[src/rtl/reg_scoreboard.sv]
// reg_scoreboard: per-register in-flight write counters for RAW and
// saturation hazard detection, a single-branch control-hazard flag and a
// sticky error flag for writeback underflow or out-of-range indices.
module reg_scoreboard #(
  parameter int NUM_REGS     = 16,
  parameter int IDX_W        = 4,
  parameter int MAX_INFLIGHT = 3,
  parameter int CNT_W        = 2
) (
  input  logic                I_CLOCK,
  input  logic                I_RESET,
  input  logic                I_LOCK,
  input  logic                I_IssueValid,
  input  logic                I_Src1Used,
  input  logic                I_Src2Used,
  input  logic [IDX_W-1:0]    I_Src1Idx,
  input  logic [IDX_W-1:0]    I_Src2Idx,
  input  logic                I_DestWrite,
  input  logic [IDX_W-1:0]    I_DestIdx,
  input  logic                I_IsBranch,
  input  logic                I_WBValid,
  input  logic [IDX_W-1:0]    I_WBIdx,
  input  logic                I_BranchResolved,
  output logic                O_DepStallSignal,
  output logic                O_BranchStallSignal,
  output logic                O_IssueAccept,
  output logic [NUM_REGS-1:0] O_BusyVector,
  output logic                O_Error
);

  localparam logic [CNT_W-1:0] CNT_MAX = CNT_W'(MAX_INFLIGHT);

  logic [CNT_W-1:0]    cnt_q [NUM_REGS];
  logic [CNT_W-1:0]    cnt_d [NUM_REGS];
  logic                bp_q, bp_d;
  logic                err_q, err_d;
  logic [NUM_REGS-1:0] busy;

  logic raw, sat, wb_hit_nz;
  logic s1_ok, s2_ok, dest_ok;
  logic dep, accept;

  // Busy bits come straight from the counters, so they show post-edge state.
  always_comb begin
    for (int r = 0; r < NUM_REGS; r++) busy[r] = (cnt_q[r] != '0);
  end

  // Hazard lookup by index scan: an out-of-range index matches no register,
  // so it never stalls and never decrements.
  always_comb begin
    raw       = 1'b0;
    sat       = 1'b0;
    wb_hit_nz = 1'b0;
    s1_ok     = 1'b0;
    s2_ok     = 1'b0;
    dest_ok   = 1'b0;
    for (int r = 0; r < NUM_REGS; r++) begin
      if (I_Src1Idx == IDX_W'(r)) begin
        s1_ok = 1'b1;
        if (I_Src1Used && busy[r]) raw = 1'b1;
      end
      if (I_Src2Idx == IDX_W'(r)) begin
        s2_ok = 1'b1;
        if (I_Src2Used && busy[r]) raw = 1'b1;
      end
      if (I_DestIdx == IDX_W'(r)) begin
        dest_ok = 1'b1;
        if (I_DestWrite && cnt_q[r] == CNT_MAX) sat = 1'b1;
      end
      if (I_WBIdx == IDX_W'(r) && busy[r]) wb_hit_nz = 1'b1;
    end
  end

  // Issue/stall decisions; a frozen pipeline stalls both fetch paths.
  always_comb begin
    dep    = (I_IssueValid & (raw | sat)) | ~I_LOCK;
    accept = I_IssueValid & I_LOCK & ~dep & ~bp_q;
  end

  assign O_DepStallSignal    = dep;
  assign O_IssueAccept       = accept;
  assign O_BranchStallSignal = bp_q | ~I_LOCK;
  assign O_BusyVector        = busy;
  assign O_Error             = err_q;

  // Next-state: inc/dec per counter (cancel when both hit), branch set wins
  // over resolve, error sticks once raised.
  always_comb begin
    logic inc, dec;
    for (int r = 0; r < NUM_REGS; r++) begin
      inc = accept & I_DestWrite & (I_DestIdx == IDX_W'(r));
      dec = I_LOCK & I_WBValid & (I_WBIdx == IDX_W'(r)) & busy[r];
      cnt_d[r] = cnt_q[r];
      if (inc && !dec)      cnt_d[r] = cnt_q[r] + CNT_W'(1);
      else if (dec && !inc) cnt_d[r] = cnt_q[r] - CNT_W'(1);
    end

    bp_d = bp_q;
    if (I_LOCK) begin
      if (accept && I_IsBranch) bp_d = 1'b1;
      else if (I_BranchResolved) bp_d = 1'b0;
    end

    err_d = err_q;
    if (I_LOCK) begin
      if (I_WBValid && !wb_hit_nz) err_d = 1'b1;
      if (accept && ((I_DestWrite && !dest_ok) ||
                     (I_Src1Used && !s1_ok) ||
                     (I_Src2Used && !s2_ok))) err_d = 1'b1;
    end
  end

  // State registers; reset overrides every other input.
  always_ff @(posedge I_CLOCK) begin
    if (I_RESET) begin
      for (int r = 0; r < NUM_REGS; r++) cnt_q[r] <= '0;
      bp_q  <= 1'b0;
      err_q <= 1'b0;
    end else begin
      for (int r = 0; r < NUM_REGS; r++) cnt_q[r] <= cnt_d[r];
      bp_q  <= bp_d;
      err_q <= err_d;
    end
  end

endmodule

[config.mk]
export PLATFORM = sky130hd
export DESIGN_NAME = reg_scoreboard
export DESIGN_NICKNAME = d
export VERILOG_FILES = /design/src/rtl/reg_scoreboard.sv
export SDC_FILE = /design/constraint.sdc
export NUM_CORES = 1
export LEC_CHECK = 0
export ABC_AREA = 0
export CAP_MARGIN = 20
export CORE_UTILIZATION = 55
export DETAILED_ROUTE_END_ITERATION = 8
export GPL_TIMING_DRIVEN = 0
export PLACE_DENSITY = 0.82
export SETUP_SLACK_MARGIN = 0.15
export SYNTH_ARGS = -nofsm -noshare
export SYNTH_HDL_FRONTEND = slang
export SYNTH_SLANG_ARGS = --single-unit
[constraint.sdc]
create_clock -name I_CLOCK -period 7.22 [get_ports I_CLOCK]
set_input_delay 1.444 -clock I_CLOCK [delete_from_list [all_inputs] [get_ports I_CLOCK]]
set_output_delay 1.444 -clock I_CLOCK [all_outputs]
set_load 0.02 [all_outputs]
==> results of run 1 <==
## cells by family (layout without fill, tap and decap cells)
kind of cell	count (synthesis)	count (layout)
and+or+nand+nor	174	174
AOI/OAI and AO/OA	69	69
DFF	34	34
xor gates and xnor gates	32	32
buffers and inverters	32	82
adders and majority gates	16	16
muxes	6	6
## sequential cells by signal, indices dropped and copies added (netlist names)
signal	cells
cnt_q	32
bp_q	1
O_Error	1
## power breakdown
group          switching [mW]  internal (mW)
clock                  0.0743          0.103
combinational          0.0480         0.0334
sequential            0.00169          0.189
## synthesized netlist by cell type, types with 3 or more instances
cell type,number
nand4b_1,7
and3_1,4
nor2_1,37
mux2i_1,3
nor3b_1,3
o21ai_0,24
nand4_1,12
xor2_1,32
nand3_1,13
or3_1,17
buf_2,3
dfxtp_1,34
mux4_2,3
nor3_2,9
nand2_1,20
clkbuf_1,12
o22ai_1,5
nand3b_1,6
or2_1,4
o2111ai_1,3
inv_1,12
nor3_1,14
or2_2,4
a21oi_1,21
nand2b_1,7
ha_1,16
nor2b_1,6
## area by class of cell
cell class / instances / area share, %
repair buffers: 42 / 12.2
clock buffers: 6 / 2.11
clock inverters: 2 / 1.09
well taps: 67 / 2.44
plain buffers: 19 / 3.09
multi-input cells: 297 / 57.9
flip-flops and latches: 34 / 19.8
inverters: 13 / 1.42
## worst min-delay path: cells and delay by family, from the launching register on
family          cells  cell delay (ns)
simple gates        1             0.08
compound gates      1             0.06
flops               1             0.31
## per-stage QoR
step	power (mW)	hold WS [ns]	area, um2	setup WS, ns
floorplan	0.238	0.448	2830	2.39
detailed placement	0.275	0.470	3330	1.19
CTS	0.450	0.483	3440	1.18
global placement	0.274	0.457	3330	1.21
finish	0.450	0.479	3440	1.10
global route	0.462	0.507	3440	1.01
## per-layer routing
layer	GRT usage [%]	part of all wire [%]	up-vias	wire, um
met2	56.3	46	163	4040
met1	44.9	42	1408	3680
met5	0	0	-	0
li1	-	-	1413	-
met4	10.3	2.5	0	217
met3	6.45	9.4	24	827
## worst paths after layout
check / depth (start not counted) / start / end / slack, ns
min reg2reg: 2 / bp_q / bp_q / 0.48
max reg2reg: 12 / cnt_q[0][4] / cnt_q[1][5] / 3.88
max: 11 / I_DestIdx[1] / O_IssueAccept / 1.10
min: 2 / bp_q / bp_q / 0.48
==> impl_metrics.json, run 1 <==
{
  "yosys.area.top_type": "dfxtp_1",
  "area_delta_synth_final_pct": 21.7,
  "regArea_um2": 681,
  "synth_warnings": 0,
  "die_area_mm2": 0.00543,
  "start_util_pct": 58.3,
  "synth_edf_count": 0,
  "hp-class": "reg -> reg",
  "max_freq_mhz": 163,
  "grt_max_degree": 12,
  "clockBufferDepth": 2,
  "drt_first_pass_iters": 6,
  "slew_viol_final": 0,
  "wl_per_cell_um": 18.3,
  "num_rows": 25,
  "cts_setup_buffers": 0,
  "drc": 0,
  "muxShareOfSynthArea_pct": 3.45,
  "synth_fp_nets": 405,
  "portBuffers": 42,
  "ant_nets": 0,
  "synth_seq_cells": 34,
  "syn-cell-area_mm2": 0.00283,
  "yosysSeqAreaShare_pct": 24.1,
  "wirelength_um": 8770,
  "io_pins": 46,
  "synth_compound_area_share_pct": 14.4,
  "path_class": "in -> out",
  "synthDistinctLibCells": 50,
  "die_h_um": 73.7,
  "antennaDiodeCount": 0,
  "tightest_slew_ns": 0.665,
  "critPathMaxFanout": 10,
  "synth_top_family_by_area": "simple AND/OR/NAND/NOR gates",
  "worstPathRequired_ns": 5.78,
  "slowest_delay_ns": 0.61,
  "multi_input_comb_area_mm2": 0.00199,
  "slew-limit-headroom_pct": 55.7,
  "routed-via-count": 3008,
  "critPathBufInv": 5,
  "crit_path_end_kind": "primary output",
  "worst_ep_arrival_time_ns": 4.68,
  "final_common_cell": "clkdlybuf4s50_1",
  "synth_area_per_cell_um2": 7.79,
  "clock_latency_ns": 0.29,
  "setup_viol": 0,
  "finalCritPeriodShare_pct": 84.8,
  "clk_pin_slew_ns": 0.07,
  "synth_top_cells_by_area": "dfxtp_1 (24%), xor2_1 (9.9%), ha_1 (7.1%)",
  "fin_crit_ns": 6.12,
  "synth-simple-area-share_pct": 35.6,
  "rsz0062_at_grt": "no",
  "grt_pass1_vias": 2814,
  "n_fill_cell": 411,
  "chipWidth_um": 73.7,
  "grtUsageTotal_pct": 34.1,
  "synth_xor_area_share_pct": 9.91,
  "nets": 454,
  "async_flop_share_pct": 0,
  "utilization_pct": 71.0,
  "clkSinkCount": 34,
  "outcome": "completed",
  "synth-adder-area-share_pct": 7.08,
  "antenna_found_initial": 0,
  "cp_top_family": "buffers and inverters",
  "root_buffer": "clkbuf_8",
  "ys.flop_type": "dfxtp_1",
  "cts_tree": "yes",
  "place_inst": 472,
  "drive_above_1_share_pct": 7.26,
  "drv_cap": 0,
  "grt_pass1_wl_um": 13800,
  "syn_inst": 363,
  "final_cell_mix": "clkdlybuf4s50_1 (42), nor2_1 (37), dfxtp_1 (34)",
  "cts_buffers": 5,
  "htree_levels": 2,
  "avgViaCountPerCell": 6.27,
  "final_cells": 480,
  "power-per-cell-area_mw_per_mm2": 131,
  "cp_slowest_cell": "clkdlybuf4s50_1",
  "core_area_mm2": 0.00485,
  "yosysTopAreaCellShare_pct": 24.1,
  "leakagePower_nw": 1.33,
  "finalClockSkew_ns": 0.0106,
  "overflow": 0,
  "critPathLaunchType": "input pin",
  "drt_iter0_drc": 272,
  "peakVddDrop_mv": 0.106,
  "hold_viol": 0,
  "routabilityCongestion": 0.975,
  "ctsHoldBuffers": 0,
  "ctsResizeCount": 0,
  "crit_chain": "clkdlybuf4s50_1, clkbuf_1, nand4b_1, nand4b_1, a22oi_1, o2111ai_1, or4_4, buf_6, buf_12, nor2_1, clkdlybuf4s50_1",
  "setup_tns_ns": 0,
  "hpwl_um": 6660
}
No activity file was read; power rests on OpenSTA's default activity.
==> run 2, diff against run 1 <==
--- a/config.mk
+++ b/config.mk
@@ -7,10 +7,10 @@
 export LEC_CHECK = 0
 export ABC_AREA = 0
 export CAP_MARGIN = 20
-export CORE_UTILIZATION = 55
+export CORE_UTILIZATION = 49
 export DETAILED_ROUTE_END_ITERATION = 8
 export GPL_TIMING_DRIVEN = 0
-export PLACE_DENSITY = 0.82
+export PLACE_DENSITY = 0.77
 export SETUP_SLACK_MARGIN = 0.15
 export SYNTH_ARGS = -nofsm -noshare
 export SYNTH_HDL_FRONTEND = slang
==> constraint.sdc (replaced) <==
create_clock -name I_CLOCK -period 5.4 [get_ports I_CLOCK]
set_input_delay 1.08 -clock I_CLOCK [delete_from_list [all_inputs] [get_ports I_CLOCK]]
set_output_delay 1.08 -clock I_CLOCK [all_outputs]
set_load 0.02 [all_outputs]
==> impl_metrics.json, run 2 (synthesis results as in run 1) <==
{
  "num_rows": 27,
  "setup_tns_ns": 0,
  "largest_register_ffs": 32,
  "drc": 0,
  "antennaDiodeCount": 0,
  "fin_crit_ns": 5.09,
  "overflow": 0,
  "crit_path_end_kind": "primary output",
  "clock_latency_ns": 0.30,
  "grt_pass1_vias": 2850,
  "use_met2_pct": 52.1,
  "worstPathRequired_ns": 4.32,
  "cts_setup_buffers": 0,
  "path_class": "in -> out",
  "htree_levels": 2,
  "area_delta_synth_final_pct": 22.0,
  "hpwl_um": 6740,
  "leakagePower_nw": 1.35,
  "avgViaCountPerCell": 6.21,
  "peakVddDrop_mv": 0.121,
  "chipWidth_um": 78.0,
  "tightest_slew_ns": 0.686,
  "slew_viol_final": 0,
  "drt_iter0_drc": 268,
  "die_h_um": 78.0,
  "finalCritPeriodShare_pct": 94.2,
  "wl_per_cell_um": 18.3,
  "final_cell_mix": "clkdlybuf4s50_1 (40), nor2_1 (37), dfxtp_1 (34)",
  "critPathMaxFanout": 10,
  "cts_buffers": 5,
  "critPathLaunchType": "input pin",
  "core_area_mm2": 0.00554,
  "ant_nets": 0,
  "setup_viol": 0,
  "drt_first_pass_iters": 5,
  "grtUsageTotal_pct": 30.3,
  "worst_ep_arrival_time_ns": 4.01,
  "antenna_found_initial": 0,
  "root_buffer": "clkbuf_8",
  "place_area_mm2": 0.00334,
  "top_register": "cnt_q",
  "drv_cap": 0,
  "outcome": "completed",
  "final_common_cell": "clkdlybuf4s50_1",
  "global_route.usage.met1_pct": 38.2,
  "die_area_mm2": 0.00608,
  "routed-via-count": 3013,
  "clockBufferDepth": 2,
  "start_util_pct": 51.0,
  "wirelength_um": 8850,
  "max_freq_mhz": 197,
  "fin_area_mm2": 0.00345,
  "cts_tree": "yes",
  "n_fill_cell": 503,
  "io_pins": 46,
  "finalClockSkew_ns": 0.00421,
  "drive_above_1_share_pct": 7.99,
  "nets": 454,
  "grt_max_degree": 12,
  "top_usage_layer": "met2",
  "portBuffers": 42,
  "rsz0062_at_grt": "no",
  "use_met3_pct": 3.88,
  "routabilityCongestion": 1.03,
  "hold_viol": 0,
  "power-per-cell-area_mw_per_mm2": 175,
  "clkSinkCount": 34,
  "clk_pin_slew_ns": 0.07,
  "hp-class": "reg -> reg",
  "grt_pass1_wl_um": 14100,
  "ctsHoldBuffers": 0,
  "slew-limit-headroom_pct": 54.3
}
[run 2: worst max-delay path: stages]
cell,delay (ns)
clkdlybuf4s50_1,0.51
nor2b_1,0.25
a311o_1,0.42
a22oi_1,0.18
nand4_1,0.15
or4_4,0.51
buf_6,0.16
a21bo_1,0.19
clkdlybuf4s50_1,0.54
[run 2: per-stage QoR]
| stage | total power [mW] | hold WS, ns | util, % | setup WS [ns] | std cells |
|---|---|---|---|---|---|
| after floorplan | 0.318 | 0.448 | - | 1.30 | 363 |
| after global placement | 0.366 | 0.456 | 60.3 | 0.0808 | 477 |
| after detailed placement | 0.367 | 0.448 | 60.3 | 0.0647 | 477 |
| after CTS | 0.603 | 0.463 | 62.2 | 0.183 | 485 |
| after global routing | 0.620 | 0.475 | 62.3 | 0.241 | 485 |
| final | 0.603 | 0.471 | 62.3 | 0.312 | 485 |
[run 2: report_power, final]
| part | internal [mW] | switching, mW |
|---|---|---|
| clock network | 0.136 | 0.103 |
| logic | 0.0445 | 0.0640 |
| registers | 0.253 | 0.00222 |
[run 2: final timing paths]
check               start          endpoint  slack [ns]  cells past startpoint
min               O_Error           O_Error        0.47                      2
min reg2reg       O_Error           O_Error        0.47                      2
max          I_DestIdx[1]  O_DepStallSignal        0.31                      9
max reg2reg   cnt_q[0][4]      cnt_q[1][15]        2.06                     12
[run 2: cell type report]
| cell class | instances | area, um2 | share of cell area [%] |
|---|---|---|---|
| buffer | 19 | 109 | 3.15 |
| sequential | 34 | 681 | 19.7 |
| clock buffer | 5 | 68.8 | 1.99 |
| multi-input combinational | 297 | 1990 | 57.7 |
| inverter | 13 | 48.8 | 1.41 |
| clock inverter | 3 | 40.0 | 1.16 |
| tap | 72 | 90.1 | 2.61 |
| timing repair buffer | 42 | 422 | 12.2 |
[run 2: per-layer routing]
layer	vias up	wire length [um]
li1	1419	-
met5	-	0
met2	142	4160
met3	30	599
met4	0	294
met1	1422	3800
[run 2: timing repair]
item,CTS,global route
hold endpoints to repair,0,0
setup endpoints to repair,2,1
resized for setup,2,3
==> run 3, diff against run 2 <==
--- a/config.mk
+++ b/config.mk
@@ -7,10 +7,10 @@
 export LEC_CHECK = 0
 export ABC_AREA = 0
 export CAP_MARGIN = 20
-export CORE_UTILIZATION = 49
+export CORE_UTILIZATION = 55
 export DETAILED_ROUTE_END_ITERATION = 8
 export GPL_TIMING_DRIVEN = 0
-export PLACE_DENSITY = 0.77
+export PLACE_DENSITY = 0.82
 export SETUP_SLACK_MARGIN = 0.15
 export SYNTH_ARGS = -nofsm -noshare
 export SYNTH_HDL_FRONTEND = slang
==> constraint.sdc (replaced) <==
create_clock -name I_CLOCK -period 6.4 [get_ports I_CLOCK]
set_input_delay 1.28 -clock I_CLOCK [delete_from_list [all_inputs] [get_ports I_CLOCK]]
set_output_delay 1.28 -clock I_CLOCK [all_outputs]
set_load 0.02 [all_outputs]
==> results of run 3 <==
Same layout as run 1 (identical final DEF). Status: completed.
Among the figures that moved: setup slack after placement 1.19 ns -> 0.694 ns; setup slack after layout 1.10 ns -> 0.605 ns; register-to-register setup slack 3.88 ns -> 3.06 ns; total power 0.450 mW -> 0.507 mW; worst IR drop on VDD 0.106 mV -> 0.120 mV
